### config.mk
export PLATFORM = sky130hd
export DESIGN_NAME = axis_adc_acq_ctrl
export DESIGN_NICKNAME = d
export VERILOG_FILES = /design/src/rtl/axis_adc_acq_ctrl.sv
export SDC_FILE = /design/constraint.sdc
export NUM_CORES = 1
export LEC_CHECK = 0
export CAP_MARGIN = 40
export CORE_AREA = 10 10 224 162
export CTS_BUF_LIST = sky130_fd_sc_hd__clkbuf_4
export CTS_CLUSTER_DIAMETER = 150
export DETAILED_ROUTE_END_ITERATION = 8
export DIE_AREA = 0 0 234 172
export DONT_BUFFER_PORTS = 1
export PLACE_DENSITY = 0.46
export SLEW_MARGIN = 30
export SYNTH_ARGS = -nofsm -noshare
export SYNTH_HDL_FRONTEND = slang
export SYNTH_SLANG_ARGS = --single-unit
### constraint.sdc
create_clock -name aclk -period 15.73 [get_ports aclk]
set_clock_uncertainty 0.05 [all_clocks]
set_input_delay 3.146 -clock aclk [delete_from_list [all_inputs] [get_ports aclk]]
set_output_delay 3.146 -clock aclk [all_outputs]
set_load 0.01 [all_outputs]
### src/rtl/axis_adc_acq_ctrl.sv
// rtl/axis_adc_acq_ctrl.sv - triggered two-channel ADC acquisition controller with AXI-Stream output
module axis_adc_acq_ctrl #(
    parameter int AXIS_TDATA_WIDTH = 32,
    parameter int CNTR_WIDTH       = 32
) (
    input  logic                        aclk,
    input  logic                        areset,
    input  logic                        arm,
    input  logic                        trigger,
    input  logic                        abort,
    input  logic [CNTR_WIDTH-1:0]       cfg_delay,
    input  logic [CNTR_WIDTH-1:0]       cfg_count,
    input  logic [1:0]                  cfg_mode,
    input  logic                        s0_axis_tvalid,
    input  logic [AXIS_TDATA_WIDTH-1:0] s0_axis_tdata,
    input  logic                        s1_axis_tvalid,
    input  logic [AXIS_TDATA_WIDTH-1:0] s1_axis_tdata,
    input  logic                        m_axis_tready,
    output logic                        m_axis_tvalid,
    output logic [AXIS_TDATA_WIDTH-1:0] m_axis_tdata,
    output logic                        m_axis_tlast,
    output logic [1:0]                  sts_state,
    output logic                        sts_overrun,
    output logic [CNTR_WIDTH-1:0]       sts_count
);

    localparam int HALF = AXIS_TDATA_WIDTH / 2;

    typedef enum logic [2:0] {
        S_IDLE,
        S_ARMED,
        S_DELAY,
        S_ACQ,
        S_DONE
    } state_t;

    state_t                        state;
    state_t                        state_next;
    logic                          trigger_q;
    logic [CNTR_WIDTH-1:0]         delay_cnt;
    logic [CNTR_WIDTH-1:0]         lat_delay;
    logic [CNTR_WIDTH-1:0]         lat_count;
    logic [1:0]                    lat_mode;
    logic [AXIS_TDATA_WIDTH-1:0]   sample_word;

    logic                          trig_edge;
    logic                          arm_accept;
    logic                          strobe;
    logic                          out_free;
    logic                          load;
    logic                          drop;
    logic [CNTR_WIDTH-1:0]         eff_count;
    logic [CNTR_WIDTH-1:0]         count_inc;
    logic                          load_last;
    logic                          handshake_last;

    assign trig_edge      = trigger & ~trigger_q;
    assign arm_accept     = (state == S_IDLE) & arm & ~abort;
    assign strobe         = (state == S_ACQ) & s0_axis_tvalid & s1_axis_tvalid;
    // A new word may enter the output register when it is empty or being drained this cycle.
    assign out_free       = ~m_axis_tvalid | m_axis_tready;
    assign load           = strobe & out_free & ~abort;
    assign drop           = strobe & ~out_free & ~abort;
    assign eff_count      = (lat_count == '0) ? CNTR_WIDTH'(1) : lat_count;
    assign count_inc      = (&sts_count) ? sts_count : sts_count + CNTR_WIDTH'(1);
    assign load_last      = (count_inc == eff_count);
    assign handshake_last = m_axis_tvalid & m_axis_tready & m_axis_tlast;

    // Select the output word from the channels according to the latched mode.
    always_comb begin
        sample_word = s0_axis_tdata;
        case (lat_mode)
            2'b01:   sample_word = s1_axis_tdata;
            2'b10:   sample_word = {s1_axis_tdata[HALF-1:0], s0_axis_tdata[HALF-1:0]};
            default: sample_word = s0_axis_tdata;
        endcase
    end

    // State register.
    always_ff @(posedge aclk or posedge areset) begin
        if (areset) begin
            state <= S_IDLE;
        end else begin
            state <= state_next;
        end
    end

    // Next-state logic; abort overrides every other request.
    always_comb begin
        state_next = state;
        if (abort) begin
            state_next = S_IDLE;
        end else begin
            case (state)
                S_IDLE:  if (arm) state_next = S_ARMED;
                S_ARMED: if (trig_edge) state_next = (lat_delay == '0) ? S_ACQ : S_DELAY;
                S_DELAY: if (delay_cnt <= CNTR_WIDTH'(1)) state_next = S_ACQ;
                S_ACQ:   if (load && load_last) state_next = S_DONE;
                S_DONE:  if (handshake_last) state_next = S_IDLE;
                default: state_next = S_IDLE;
            endcase
        end
    end

    // Status encoding folds ACQ and DONE into one code.
    always_comb begin
        sts_state = 2'd3;
        case (state)
            S_IDLE:  sts_state = 2'd0;
            S_ARMED: sts_state = 2'd1;
            S_DELAY: sts_state = 2'd2;
            default: sts_state = 2'd3;
        endcase
    end

    // Trigger edge history, configuration capture on arm, and post-trigger delay countdown.
    always_ff @(posedge aclk or posedge areset) begin
        if (areset) begin
            trigger_q <= 1'b0;
            delay_cnt <= '0;
            lat_delay <= '0;
            lat_count <= '0;
            lat_mode  <= 2'b00;
        end else begin
            trigger_q <= trigger;
            if (arm_accept) begin
                lat_delay <= cfg_delay;
                lat_count <= cfg_count;
                lat_mode  <= cfg_mode;
            end
            if (abort) begin
                delay_cnt <= '0;
            end else if (state == S_ARMED && trig_edge) begin
                delay_cnt <= lat_delay;
            end else if (state == S_DELAY && delay_cnt != '0) begin
                delay_cnt <= delay_cnt - CNTR_WIDTH'(1);
            end
        end
    end

    // Output register, sample counter and sticky overrun flag.
    always_ff @(posedge aclk or posedge areset) begin
        if (areset) begin
            m_axis_tvalid <= 1'b0;
            m_axis_tlast  <= 1'b0;
            m_axis_tdata  <= '0;
            sts_overrun   <= 1'b0;
            sts_count     <= '0;
        end else if (abort) begin
            m_axis_tvalid <= 1'b0;
            m_axis_tlast  <= 1'b0;
        end else begin
            if (load) begin
                m_axis_tdata  <= sample_word;
                m_axis_tvalid <= 1'b1;
                m_axis_tlast  <= load_last;
                sts_count     <= count_inc;
            end else if (m_axis_tvalid && m_axis_tready) begin
                m_axis_tvalid <= 1'b0;
                m_axis_tlast  <= 1'b0;
            end
            if (drop) begin
                sts_overrun <= 1'b1;
            end
            if (arm_accept) begin
                sts_count   <= '0;
                sts_overrun <= 1'b0;
            end
        end
    end

endmodule

==> reports/results.tsv <==
stage	metric	value	unit
cells_and_area	Finished Cell Area	0.0102	sq mm
critical_path	CP arrival	5.25	ns
floorplan	io pins	207	
critical_path	CP Buf/Inv Count	0	
logic_synthesis	FFs w/ async S/R, synth	1.00	
critical_path	Setup crit end kind	flip-flop	
pwr	P_leak	3.98	nW
logic_synthesis	yosys warns	0	
logic_synthesis	Post-synth top cells	dfrtp_1, nor2_1, nand2_1	
cts	Clock Path Buffers	2	
floorplan	die area	0.0402	sq mm
cts	postcts setup bufs	0	
route	vias per inst	5.46	
grt	routing usage on met3	0.0691	
cells_and_area	share of layout cells above drive strength 1	0.144	
logic_synthesis	Synth Register Bits	169	
grt	initial antenna violation count	13	
cts	Worst-Skew Late Latency	0.63	ns
logic_synthesis	Yosys top cell by area	dfrtp_1	
route	Initial DRT Pass Iterations	5	
floorplan	Starting Density	0.296	
sta	RSZ-0062 raised after global routing	no	
grt	met1 usage	0.227	
sta	Setup TNS	0	ns
critical_path	worst r2r src	sts_count[0]	
route	post-DR wirelength/cell	23.1	microns
cts	hold_buf cts	0	
critical_path	Data required, critical path	16.20	ns
cts	Resize count post-CTS	0	
grt	total gr overflow	0	
pwr	worst IR drop on VDD	73.4	uV
floorplan	floorplan core area	0.0319	sq mm
sta	final setup violation count	0	
route	vias	7634	
sta	Final Max Slew Viols	0	
hold_path	Min-Delay Path Class	reg2reg	
place	I/O Buffers	0	
floorplan	standard-cell row count	55	
sta	final hold viol count	0	
cts	TritonCTS clock tree	yes	
hold_path	WHS Endpoint	lat_delay[6]	
logic_synthesis	Synth area leaders	dfrtp_1, mux2_2, nor2_1, xnor2_1, o21ai_0	
critical_path	Worst Path Max Fanout	40	
logic_synthesis	most instantiated library cell after synthesis	dfrtp_1	
critical_path	Cell Chain, Critical Path	nor2_1 > nand3_2 > a2111oi_0 > o221a_2 > nand4_1 > or4_4 > a31o_1	
sta	Tightest Pin Transition	0.875	ns
hold_path	Hold Startpoint	lat_delay[6]	
grt	first-pass GRT wire length	48200	microns
route	Antenna Violating Nets Remaining	0	
place	GP Congestion	0.865	
critical_path	slowest cell on the critical path	or4_4	
critical_path	reg-to-reg critical path endpoint	state[0]	
route	Iter 0 DRT Violations	585	
place	Post-DP Area	0.00984	sq mm
cells_and_area	Seq. cell area	0.00423	sq mm
sta	Max Fclk	209	MHz
job	Max Cap Violations	0	
cts	root buffer cell	clkbuf_4	
logic_synthesis	ys flop type	dfrtp_1	
outcome	status	complete, no violations	
sta	Final period util	0.304	
floorplan	chip width	234	microns
route	WL final	32300	microns
cts	Num Clock Sinks	169	
logic_synthesis	post-synth cell types	79	
grt	number of global-route vias before repair	7351	
logic_synthesis	EDFF count, synth	0	
sta	Final Critical Period	4.78	ns
grt	met2 Use GR	0.211	
logic_synthesis	Post-Syn Nets	1128	
cells_and_area	footprint of the multi-input gates	0.00491	sq mm
logic_synthesis	mapped cell area	0.00947	sq mm
logic_synthesis	sequential element share of the synthesized area	0.447	
floorplan	DIE HEIGHT	172	microns
cts	H-tree levels	4	
cells_and_area	FILL cells	3340	
logic_synthesis	Synth top area share	0.447	
grt	total track usage	0.158	
critical_path	Worst path top cell family by delay	simple AND/OR/NAND/NOR gates	
grt	grt peak-use layer	met1	
critical_path	worst stage delay on the critical path	0.58	ns
grt	largest net degree at the start of global routing	79	
critical_path	WS Path Type	in2reg	
hold_path	Hold Path Depth	1	
cts	clk slew on worst S/H paths	0.14	ns
critical_path	CP startpoint kind	primary input	
cts	CTS buffer count	17	
place	pre-CTS setup slack	10.34	ns
sta	final setup margin	10.95	ns
logic_synthesis	synthesized instance count	985	
cells_and_area	Nets	1094	
critical_path	FF-to-FF path depth	9	
pwr	pwr dens	166	mW/mm^2
sta	Slew HR	0.411	
place	Final HPWL DP	24200	microns
route	DRC violation count after routing	0	
logic_synthesis	synthesized area per cell	9.61	sq um
critical_path	setup slack, reg-to-reg	11.37	ns
critical_path	Critical Path Source	abort	
cells_and_area	Syn-to-layout area delta	7.48	%
## worst max path at each step
| stage | end | slack, ns | depth (start not counted) |
|---|---|---|---|
| floorplan | delay_cnt[0] | 7.96 | 1 |
| global placement | state[0] | 10.45 | 7 |
| detailed placement | state[1] | 10.34 | 7 |
| CTS | sts_state[0] | 10.93 | 2 |
| global route | sts_state[0] | 10.83 | 2 |
| finish | state[0] | 10.95 | 7 |
## stage by stage
stage           util  cells  power (mW)  hold WS [ns]
3_3_place_gp   0.306   1351        1.42         0.465
5_1_grt        0.318   1391        1.82         0.531
3_5_place_dp   0.308   1355        1.43         0.472
6_report       0.319   1399        1.69         0.504
4_1_cts        0.316   1387        1.70         0.507
2_1_floorplan      -    985        1.23         0.444
## placed cells by master (no fill, tap or decap), types with 4 or more instances in the layout
cell type	instances
dfrtp_1	169
nor2_1	131
nand2_1	74
o21ai_0	67
mux2_2	66
xnor2_1	52
a21oi_1	35
a211oi_1	33
nand3_1	27
nor4_1	24
nand4_1	21
xor2_1	21
clkbuf_4	19
a221oi_1	16
a22oi_1	16
nor3_1	14
inv_1	13
or4_1	9
and4_1	9
diode_2	8
and2_1	8
o31ai_1	7
nand2b_1	6
buf_4	6
and3_1	5
ha_1	5
clkinvlp_4	5
or3_1	4
o211ai_1	4
nor3b_1	4
inv_6	4
## worst register-to-register path: stages (launching register included)
cell	delay, ns
dfrtp_1	0.64
ha_1	0.53
nand3_1	0.26
or4_4	0.63
nor4_2	0.41
xnor2_1	0.32
nor4_2	0.42
o2111ai_1	0.18
or4_4	0.60
a31o_1	0.24
## sequential cells by signal, indices dropped and copies added (netlist names)
signal / flops
lat_count: 32
lat_delay: 32
lat_mode: 2
state: 3
m_axis_tlast: 1
delay_cnt: 32
m_axis_tdata: 32
sts_count: 32
sts_overrun: 1
trigger_q: 1
m_axis_tvalid: 1
## area by class of cell
type | instances | area share
diodes | 8 | 0.00197
clock buffers | 19 | 0.0140
clock inverters | 13 | 0.0119
inverters | 14 | 0.00566
multi-input cells | 735 | 0.483
flip-flops and latches | 169 | 0.416
well taps | 427 | 0.0525
repair buffers | 14 | 0.0156
## logic make-up (layout without fill, tap and decap cells)
| family | Yosys count | count (layout) | share of synthesized area |
|---|---|---|---|
| mux | 69 | 69 | 0.0817 |
| simple gates | 367 | 367 | 0.199 |
| compound gates | 220 | 220 | 0.161 |
| xor+xnor | 73 | 73 | 0.0675 |
| fa+ha+maj | 6 | 6 | 0.00767 |
| other cells | 0 | 8 | 0 |
| buf+inv | 81 | 60 | 0.0369 |
| flops | 169 | 169 | 0.447 |
## power by group
part | internal, mW | switching, mW | total [mW]
Sequential | 0.591 | 0.196 | 0.787
Clock | 0.0832 | 0.175 | 0.259
Combinational | 0.292 | 0.353 | 0.645
## routing by layer
metal  vias to the layer above  share of wire
li1                       3547              -
met1                      3742           0.47
met2                       298           0.41
met3                        35           0.11
met4                        12          0.013
met5                         -         0.0026
Power figures use the tool's default switching activity.
